[src/rtl/definitions_pkg.sv]
// -----------------------------------------------------------------------------
// definitions_pkg
//
// Purpose : shared control-bundle definitions for the 5-stage core pipeline.
//           Holds the packed per-stage control bundles and their bubble
//           constants. The bubble constants are the RESET_VAL of the
//           pipe_ctrl_stage registers that carry the bundles, so an invalid
//           slot never asserts a write enable.
//
// Contents:
//   PIPE_STAGES_MAX         deepest supported pipe_ctrl_stage chain
//   ex_ctrl_t / EX_BUBBLE   decode -> execute control bundle
//   mem_ctrl_t / MEM_BUBBLE execute -> memory control bundle
//   wb_ctrl_t / WB_BUBBLE   memory -> writeback control bundle
// -----------------------------------------------------------------------------
package definitions_pkg;

   localparam int PIPE_STAGES_MAX = 4;

   // Writeback result select.
   typedef enum logic [1:0] {
      RES_ALU = 2'b00,
      RES_MEM = 2'b01,
      RES_PC4 = 2'b10,
      RES_IMM = 2'b11
   } result_src_e;

   // Bundle travelling from decode into execute.
   typedef struct packed {
      logic [2:0]  alu_ctrl;
      logic        alu_src;
      logic        branch;
      logic        jump;
      logic        mem_write;
      result_src_e result_src;
      logic        reg_write;
   } ex_ctrl_t;

   // Bundle travelling from execute into memory.
   typedef struct packed {
      result_src_e result_src;
      logic        reg_write;
   } mem_ctrl_t;

   // Bundle travelling from memory into writeback.
   typedef struct packed {
      result_src_e result_src;
      logic        reg_write;
   } wb_ctrl_t;

   // Bubbles: every enable low, so an empty slot is architecturally inert.
   localparam ex_ctrl_t EX_BUBBLE = '{
      alu_ctrl   : 3'b000,
      alu_src    : 1'b0,
      branch     : 1'b0,
      jump       : 1'b0,
      mem_write  : 1'b0,
      result_src : RES_ALU,
      reg_write  : 1'b0
   };

   localparam mem_ctrl_t MEM_BUBBLE = '{
      result_src : RES_ALU,
      reg_write  : 1'b0
   };

   localparam wb_ctrl_t WB_BUBBLE = '{
      result_src : RES_ALU,
      reg_write  : 1'b0
   };

endpackage

[src/rtl/pipe_slot.sv]
// -----------------------------------------------------------------------------
// pipe_slot
//
// Purpose : one register slot of a control pipeline: a valid bit plus a
//           payload register. Invalid contents always read back as RESET_VAL,
//           whether they came from reset, flush or loading a bubble.
//
// Ports:
//   clk       rising-edge clock
//   rst_n     synchronous reset, active low (highest priority)
//   flush     clear the slot (priority over load)
//   load      capture in_valid/in_data on this edge
//   in_valid  incoming bundle valid
//   in_data   incoming bundle payload
//   valid     slot holds a valid bundle
//   data      slot payload, RESET_VAL when valid is low
// -----------------------------------------------------------------------------
module pipe_slot #(
   parameter int               WIDTH     = 3,
   parameter logic [WIDTH-1:0] RESET_VAL = '0
) (
   input  logic             clk,
   input  logic             rst_n,
   input  logic             flush,
   input  logic             load,
   input  logic             in_valid,
   input  logic [WIDTH-1:0] in_data,
   output logic             valid,
   output logic [WIDTH-1:0] data
);

   logic             valid_reg;
   logic [WIDTH-1:0] data_reg;

   always_ff @(posedge clk) begin
      if (!rst_n || flush) begin
         valid_reg <= 1'b0;
         data_reg  <= RESET_VAL;
      end else if (load) begin
         valid_reg <= in_valid;
         // A bubble overwrites the payload too, so stale data never lingers.
         data_reg  <= in_valid ? in_data : RESET_VAL;
      end
   end

   assign valid = valid_reg;
   assign data  = data_reg;

endmodule

[src/rtl/pipe_ctrl_stage.sv]
// -----------------------------------------------------------------------------
// pipe_ctrl_stage
//
// Purpose : parameterised pipeline register for control bundles between the
//           stages of the 5-stage core. A chain of STAGES pipe_slot registers
//           with valid/ready handshake, hazard stall, hazard flush and a
//           bubble value (RESET_VAL) presented by every invalid slot.
//
// Parameters:
//   WIDTH      payload bits per bundle
//   STAGES     register slots in the chain, 1..PIPE_STAGES_MAX
//   RESET_VAL  payload of an empty slot (reset, flush, bubble)
//
// Ports:
//   clk_i     rising-edge clock
//   rst_i     synchronous reset, active low; overrides flush and stall
//   valid_i   upstream bundle valid
//   ready_o   block accepts a bundle this cycle (forced high during flush)
//   data_i    upstream payload
//   stall_i   freezes the chain; no movement, no retire
//   flush_i   kills every held bundle; an offered bundle is taken and dropped
//   valid_o   last slot holds a valid bundle
//   ready_i   downstream accepts
//   data_o    last-slot payload, RESET_VAL when valid_o is low
//   count_o   valid bundles held, skid entry included
//
// Build option:
//   PIPE_SKID_EN  adds a one-entry skid register ahead of slot 0. ready_o then
//                 comes from the skid valid flop instead of the combinational
//                 ready_i -> ready_o chain. Undefined: no skid entry.
// -----------------------------------------------------------------------------
module pipe_ctrl_stage
   import definitions_pkg::*;
#(
   parameter int               WIDTH     = $bits(mem_ctrl_t),
   parameter int               STAGES    = 1,
   parameter logic [WIDTH-1:0] RESET_VAL = MEM_BUBBLE
) (
   input  logic                        clk_i,
   input  logic                        rst_i,
   input  logic                        valid_i,
   output logic                        ready_o,
   input  logic [WIDTH-1:0]            data_i,
   input  logic                        stall_i,
   input  logic                        flush_i,
   output logic                        valid_o,
   input  logic                        ready_i,
   output logic [WIDTH-1:0]            data_o,
   output logic [$clog2(STAGES+2)-1:0] count_o
);

   localparam int CW   = $clog2(STAGES + 2);
   localparam int LAST = STAGES - 1;

   // Slot state, index 0 = input slot, LAST = output slot.
   logic [STAGES-1:0] v;
   logic [WIDTH-1:0]  d [STAGES];

   // load[k]: slot k captures its predecessor on this edge.
   logic [STAGES-1:0] load;

   // What slot 0 loads from (input port, or skid entry when present).
   logic             head_valid;
   logic [WIDTH-1:0] head_data;

   logic accept;
   logic retire;

   logic [CW-1:0] count_reg;
   logic [CW-1:0] count_next;

   // -------------------------------------------------------------------------
   // Load enables. A slot may load when it is empty or its content moves on.
   // The output slot moves on when downstream is ready; every other slot moves
   // on exactly when its successor loads. Evaluated from the output end back
   // so the chain collapses bubbles and stays full under ready_i=1.
   // -------------------------------------------------------------------------
   always_comb begin
      load       = '0;
      load[LAST] = (~v[LAST] | ready_i) & ~stall_i;
      for (int k = STAGES - 2; k >= 0; k--) begin
         load[k] = (~v[k] | load[k + 1]) & ~stall_i;
      end
   end

   // Retire: output beat handed downstream. Not retired while stalled even
   // though downstream may sample it.
   assign retire = v[LAST] & ready_i & ~stall_i;

   // -------------------------------------------------------------------------
   // Input side
   // -------------------------------------------------------------------------
`ifdef PIPE_SKID_EN
   logic             skid_valid;
   logic [WIDTH-1:0] skid_data;
   logic             skid_load;

   // Ready is the skid-empty flop; flush only ever raises it.
   assign ready_o = ~skid_valid | flush_i;
   assign accept  = valid_i & ~skid_valid;

   // Full skid: empties when slot 0 takes it. Empty skid: parks the incoming
   // beat when slot 0 cannot take it directly (loading a bubble keeps it empty).
   assign skid_load = skid_valid ? load[0] : ~load[0];

   pipe_slot #(
      .WIDTH     (WIDTH),
      .RESET_VAL (RESET_VAL)
   ) u_skid (
      .clk      (clk_i),
      .rst_n    (rst_i),
      .flush    (flush_i),
      .load     (skid_load),
      .in_valid (valid_i & ~skid_valid),
      .in_data  (data_i),
      .valid    (skid_valid),
      .data     (skid_data)
   );

   // A parked beat drains ahead of new input; otherwise input bypasses the
   // skid so an empty skid costs no latency.
   assign head_valid = skid_valid | valid_i;
   assign head_data  = skid_valid ? skid_data : data_i;
`else
   assign ready_o    = load[0] | flush_i;
   assign accept     = valid_i & load[0];
   assign head_valid = valid_i;
   assign head_data  = data_i;
`endif

   // -------------------------------------------------------------------------
   // Slot chain
   // -------------------------------------------------------------------------
   genvar gi;
   generate
      for (gi = 0; gi < STAGES; gi++) begin : g_slot
         logic             src_valid;
         logic [WIDTH-1:0] src_data;

         if (gi == 0) begin : g_head
            assign src_valid = head_valid;
            assign src_data  = head_data;
         end else begin : g_body
            assign src_valid = v[gi - 1];
            assign src_data  = d[gi - 1];
         end

         pipe_slot #(
            .WIDTH     (WIDTH),
            .RESET_VAL (RESET_VAL)
         ) u_slot (
            .clk      (clk_i),
            .rst_n    (rst_i),
            .flush    (flush_i),
            .load     (load[gi]),
            .in_valid (src_valid),
            .in_data  (src_data),
            .valid    (v[gi]),
            .data     (d[gi])
         );
      end
   endgenerate

   // -------------------------------------------------------------------------
   // Occupancy counter
   // -------------------------------------------------------------------------
   always_comb begin
      count_next = count_reg;
      if (flush_i) begin
         count_next = '0;
      end else if (accept && !retire) begin
         count_next = count_reg + CW'(1);
      end else if (!accept && retire) begin
         count_next = count_reg - CW'(1);
      end
   end

   always_ff @(posedge clk_i) begin
      if (!rst_i) begin
         count_reg <= '0;
      end else begin
         count_reg <= count_next;
      end
   end

   // -------------------------------------------------------------------------
   // Outputs. Empty slots already hold RESET_VAL, so data_o needs no mux.
   // -------------------------------------------------------------------------
   assign valid_o = v[LAST];
   assign data_o  = d[LAST];
   assign count_o = count_reg;

endmodule

[config.mk]
export PLATFORM = sky130hd
export DESIGN_NAME = pipe_ctrl_stage
export DESIGN_NICKNAME = d
export VERILOG_FILES = /design/src/rtl/definitions_pkg.sv /design/src/rtl/pipe_slot.sv /design/src/rtl/pipe_ctrl_stage.sv
export SDC_FILE = /design/constraint.sdc
export NUM_CORES = 1
export LEC_CHECK = 0
export ABC_CLOCK_PERIOD_IN_PS = 1400
export CAP_MARGIN = 20
export CORE_AREA = 2 2 39 41
export CTS_CLUSTER_DIAMETER = 200
export DETAILED_ROUTE_END_ITERATION = 16
export DIE_AREA = 0 0 41 43
export DONT_BUFFER_PORTS = 1
export GPL_TIMING_DRIVEN = 1
export PLACE_DENSITY = 0.38
export SETUP_SLACK_MARGIN = 0.5
export SYNTH_ARGS = -nofsm -noshare
export SYNTH_HDL_FRONTEND = slang
export SYNTH_SLANG_ARGS = --single-unit
[constraint.sdc]
create_clock -name clk_i -period 1.4 [get_ports clk_i]
set_input_delay 0.35 -clock clk_i [delete_from_list [all_inputs] [get_ports clk_i]]
set_output_delay 0.35 -clock clk_i [all_outputs]
set_load 0.005 [all_outputs]
==> results by group <==
Clock tree
  – Clock-pin transition on the worst setup and hold timing paths: 0.05 ns
  – Skew-Pair Late Insertion Delay: roughly 0.24 ns
  – Maximum buffer depth of the clock tree: 2
  – Clock Sinks: 6
  – TritonCTS clock tree: built
  – Total CTS buffers: 3
  – Root buffer cell: clkbuf_4
  – CTS H-tree depth: 1
  – Hold buffer count at CTS: 0

Worst setup path
  – R2R depth: 5
  – Reg2Reg Capture Point: count_o[1]$_SDFFE_PP0P_
  – CP max FO: 2
  – Origin of the critical flop-to-flop path: g_slot[0].u_slot.valid$_SDFFE_PP0P_
  – Crit Path Category: reg2reg
  – Worst Setup End Kind: flop
  – Arr. time, crit path: between 1.5 and 2 ns
  – CP required: between 1.5 and 2 ns
  – Flop2flop setup slack: -0.04 ns
  – Setup crit start kind: flop

Run status
  – Outcome: complete, but fails checks
  – Failing checks: negative setup slack

Routing
  – Routed Antenna Nets: 0
  – DRT iter0 DRCs: 1
  – WL per Instance: between 10 and 15 microns
  – Avg Vias per Cell: approximately 4.7
  – Routed wire length: 655 microns
  – Vias: between 200 and 300
  – DRC: 0
  – DRT Pass-1 Iters: 3

Floorplanning
  – Core ar.: 0.001384 sq mm
  – Starting Density: 20.80%
  – Chip width: 41 microns
  – Rows: 14
  – Die area: 0.001763 sq mm
  – Die Span Y: 43 microns
  – # IOs: 16

Logic synthesis
  – EDFF count, synth: 0
  – Seq/Total Area, Yosys: around two fifths
  – Leading area contributor after synthesis: dfxtp_1
  – Async S/R FF share, synth: 0%
  – Synth Flop Type: dfxtp_1
  – Mux cell area share after synthesis: 0%
  – Yosys warns: 0
  – Post-synth cell types: 14
  – Syn_nets: 42
  – Synth top cells by count: dfxtp_1, a21oi_1, o21ai_0
  – Synth Area in Simple Gates: roughly 14%
  – Syn Inst Count: 32
  – Syn Area/Cell: approximately 9 sq um
  – Seq cells post-synth: 6
  – Synth area leaders: dfxtp_1, o2111ai_1, a21oi_1, o21ai_0, xor2_1
  – Area share of the largest cell type after synthesis: 41.74%
  – Synth Cell Area: around 290 sq um
  – Post-synthesis compound-gate area fraction: 30.00%
  – Cell with the most instances after synthesis: dfxtp_1
  – Adder-Cell Fraction of Synth Area: 4.348%
  – Largest family of logic cells by synthesized area: compound AO/OA/AOI/OAI gates
  – Synth Area in XOR/XNOR: 6.087%

Power and ir drop
  – VDD IR max: 0.0002850 V
  – Leak pwr: between 0.00015 and 0.0002 uW
  – Final Total Pwr: 375.4 uW
  – P per Cell Area: 923.2 mW/mm^2

Hold path
  – HP Start: valid_i
  – Worst hold path depth: 2
  – Worst Hold Endpoint: g_slot[0].u_slot.data[0]$_SDFFE_PP0P_
  – Worst min path class: in2reg

Placed design
  – Gpl congestion: 0.6376
  – Hpwl dp: approximately 550 microns
  – # port buffers: 0
  – Dpl ws: -0.04270 ns

Cells and area
  – Antenna diode count: 0
  – Footprint of the multi-input gates: 182.7 sq um
  – FF+latch area: 128.9 sq um
  – Fin nets: 52
  – Layout area overhead: 41.30%
  – Ratio of cells with drive above 1 in the final layout: 55.00%
  – Fill count: between 150 and 200
  – Max reg flops: 3
  – Finished Core Util: 29.39%

Timing
  – Tcrit/Tclk final: 102.5%
  – Worst-margin pin slew: 0.2182 ns
  – Fmax: 0.6967 GHz
  – Slew margin rel.: 85.42%
  – Final worst slack: -0.03526 ns
  – Fin Clk Skew: between 0.01 and 0.015 ns
  – Final setup fails: 2
  – Worst hold slack: 0.2684 ns
  – RSZ-0062 raised after global routing: true
  – Pins Over Slew Limit: 0
  – Setup tns final: -0.04358 ns
  – Fin. Hold Viols: 0
  – Tmin final: 1.435 ns

Global routing
  – Total gr overflow: 0
  – Largest net degree at the start of global routing: 7
  – Gr usage total: 8.485%
  – Initial antenna violation count: 0
  – Vias in the first global route: 250
  – First-pass GRT wire length: 972 microns

Flow run
  – Max cap viols: 0
layout by cell type, fill, tap and decap left out, drive strengths merged:
master and n:
clkbuf 3, o21ba 1, o21ai 5, or3 1, dfxtp 6, nand2 1, buf 5, o2111ai 3
ha 1, xor2 2, inv 3, nand3 1, nor2b 1, a21oi 5, nor3b 1, nor2 1
routing by layer:
| layer | part of all wire [%] | vias up | track usage [%] | wire (microns) |
|---|---|---|---|---|
| met3 | 11 | 0 | 3.665 | 72 |
| met1 | 39 | 114 | 10.16 | 255 |
| met2 | 50 | 10 | 12.50 | 326 |
| met4 | 0 | 0 | 4.000 | 0 |
| met5 | 0 | - | 0 | 0 |
| li1 | - | 138 | - | - |
per-stage QoR:
stage | area, sq um | cells
detailed placement | 344.1 | 52
global route | 406.6 | 56
global placement | 344.1 | 52
finish | 406.6 | 56
CTS | 394.1 | 56
floorplan | 294.0 | 32
power by group:
part	switching, uW	internal (uW)
combinational	20.8	22.2
clock	55.3	96.5
sequential	4.43	176
worst max path at each step:
stage                                                    from                 endpoint  cells past startpoint
after floorplan           g_slot[0].u_slot.valid$_SDFFE_PP0P_  count_o[1]$_SDFFE_PP0P_                      5
after detailed placement  g_slot[0].u_slot.valid$_SDFFE_PP0P_  count_o[1]$_SDFFE_PP0P_                      5
final                     g_slot[0].u_slot.valid$_SDFFE_PP0P_  count_o[1]$_SDFFE_PP0P_                      5
after global placement    g_slot[0].u_slot.valid$_SDFFE_PP0P_  count_o[1]$_SDFFE_PP0P_                      5
after global routing      g_slot[0].u_slot.valid$_SDFFE_PP0P_  count_o[1]$_SDFFE_PP0P_                      6
after CTS                 g_slot[0].u_slot.valid$_SDFFE_PP0P_  count_o[1]$_SDFFE_PP0P_                      5
timing repair:
| item | 4_1_cts | 5_1_grt |
|---|---|---|
| setup endpoints to repair | 12 | 13 |
| pin swaps | 6 | 2 |
| gates resized for setup | 12 | 5 |
| buffers inserted | 1 | 0 |
| hold endpoints to repair | 0 | 0 |
cells by family (layout without fill, tap and decap cells):
family / after synthesis / count (layout)
compound gates: 14 / 14
xor+xnor: 2 / 2
fa+ha+maj: 1 / 1
buf+inv: 3 / 11
flops: 6 / 6
simple gates: 6 / 6
layout make-up:
cell class	count	area share, %
clock buffers	3	5.538
inverters	3	2.769
multi-input cells	23	44.92
flip-flops and latches	6	31.69
well taps	16	4.923
repair buffers	5	10.15
worst max-delay path, cell delays in order (launching register included):
cell     delay [ns]
dfxtp_2        0.31
nor2b_4        0.12
nor3b_2        0.18
ha_1           0.27
or3_1          0.36
a21oi_2        0.12
(Power assumes the default switching activity.)
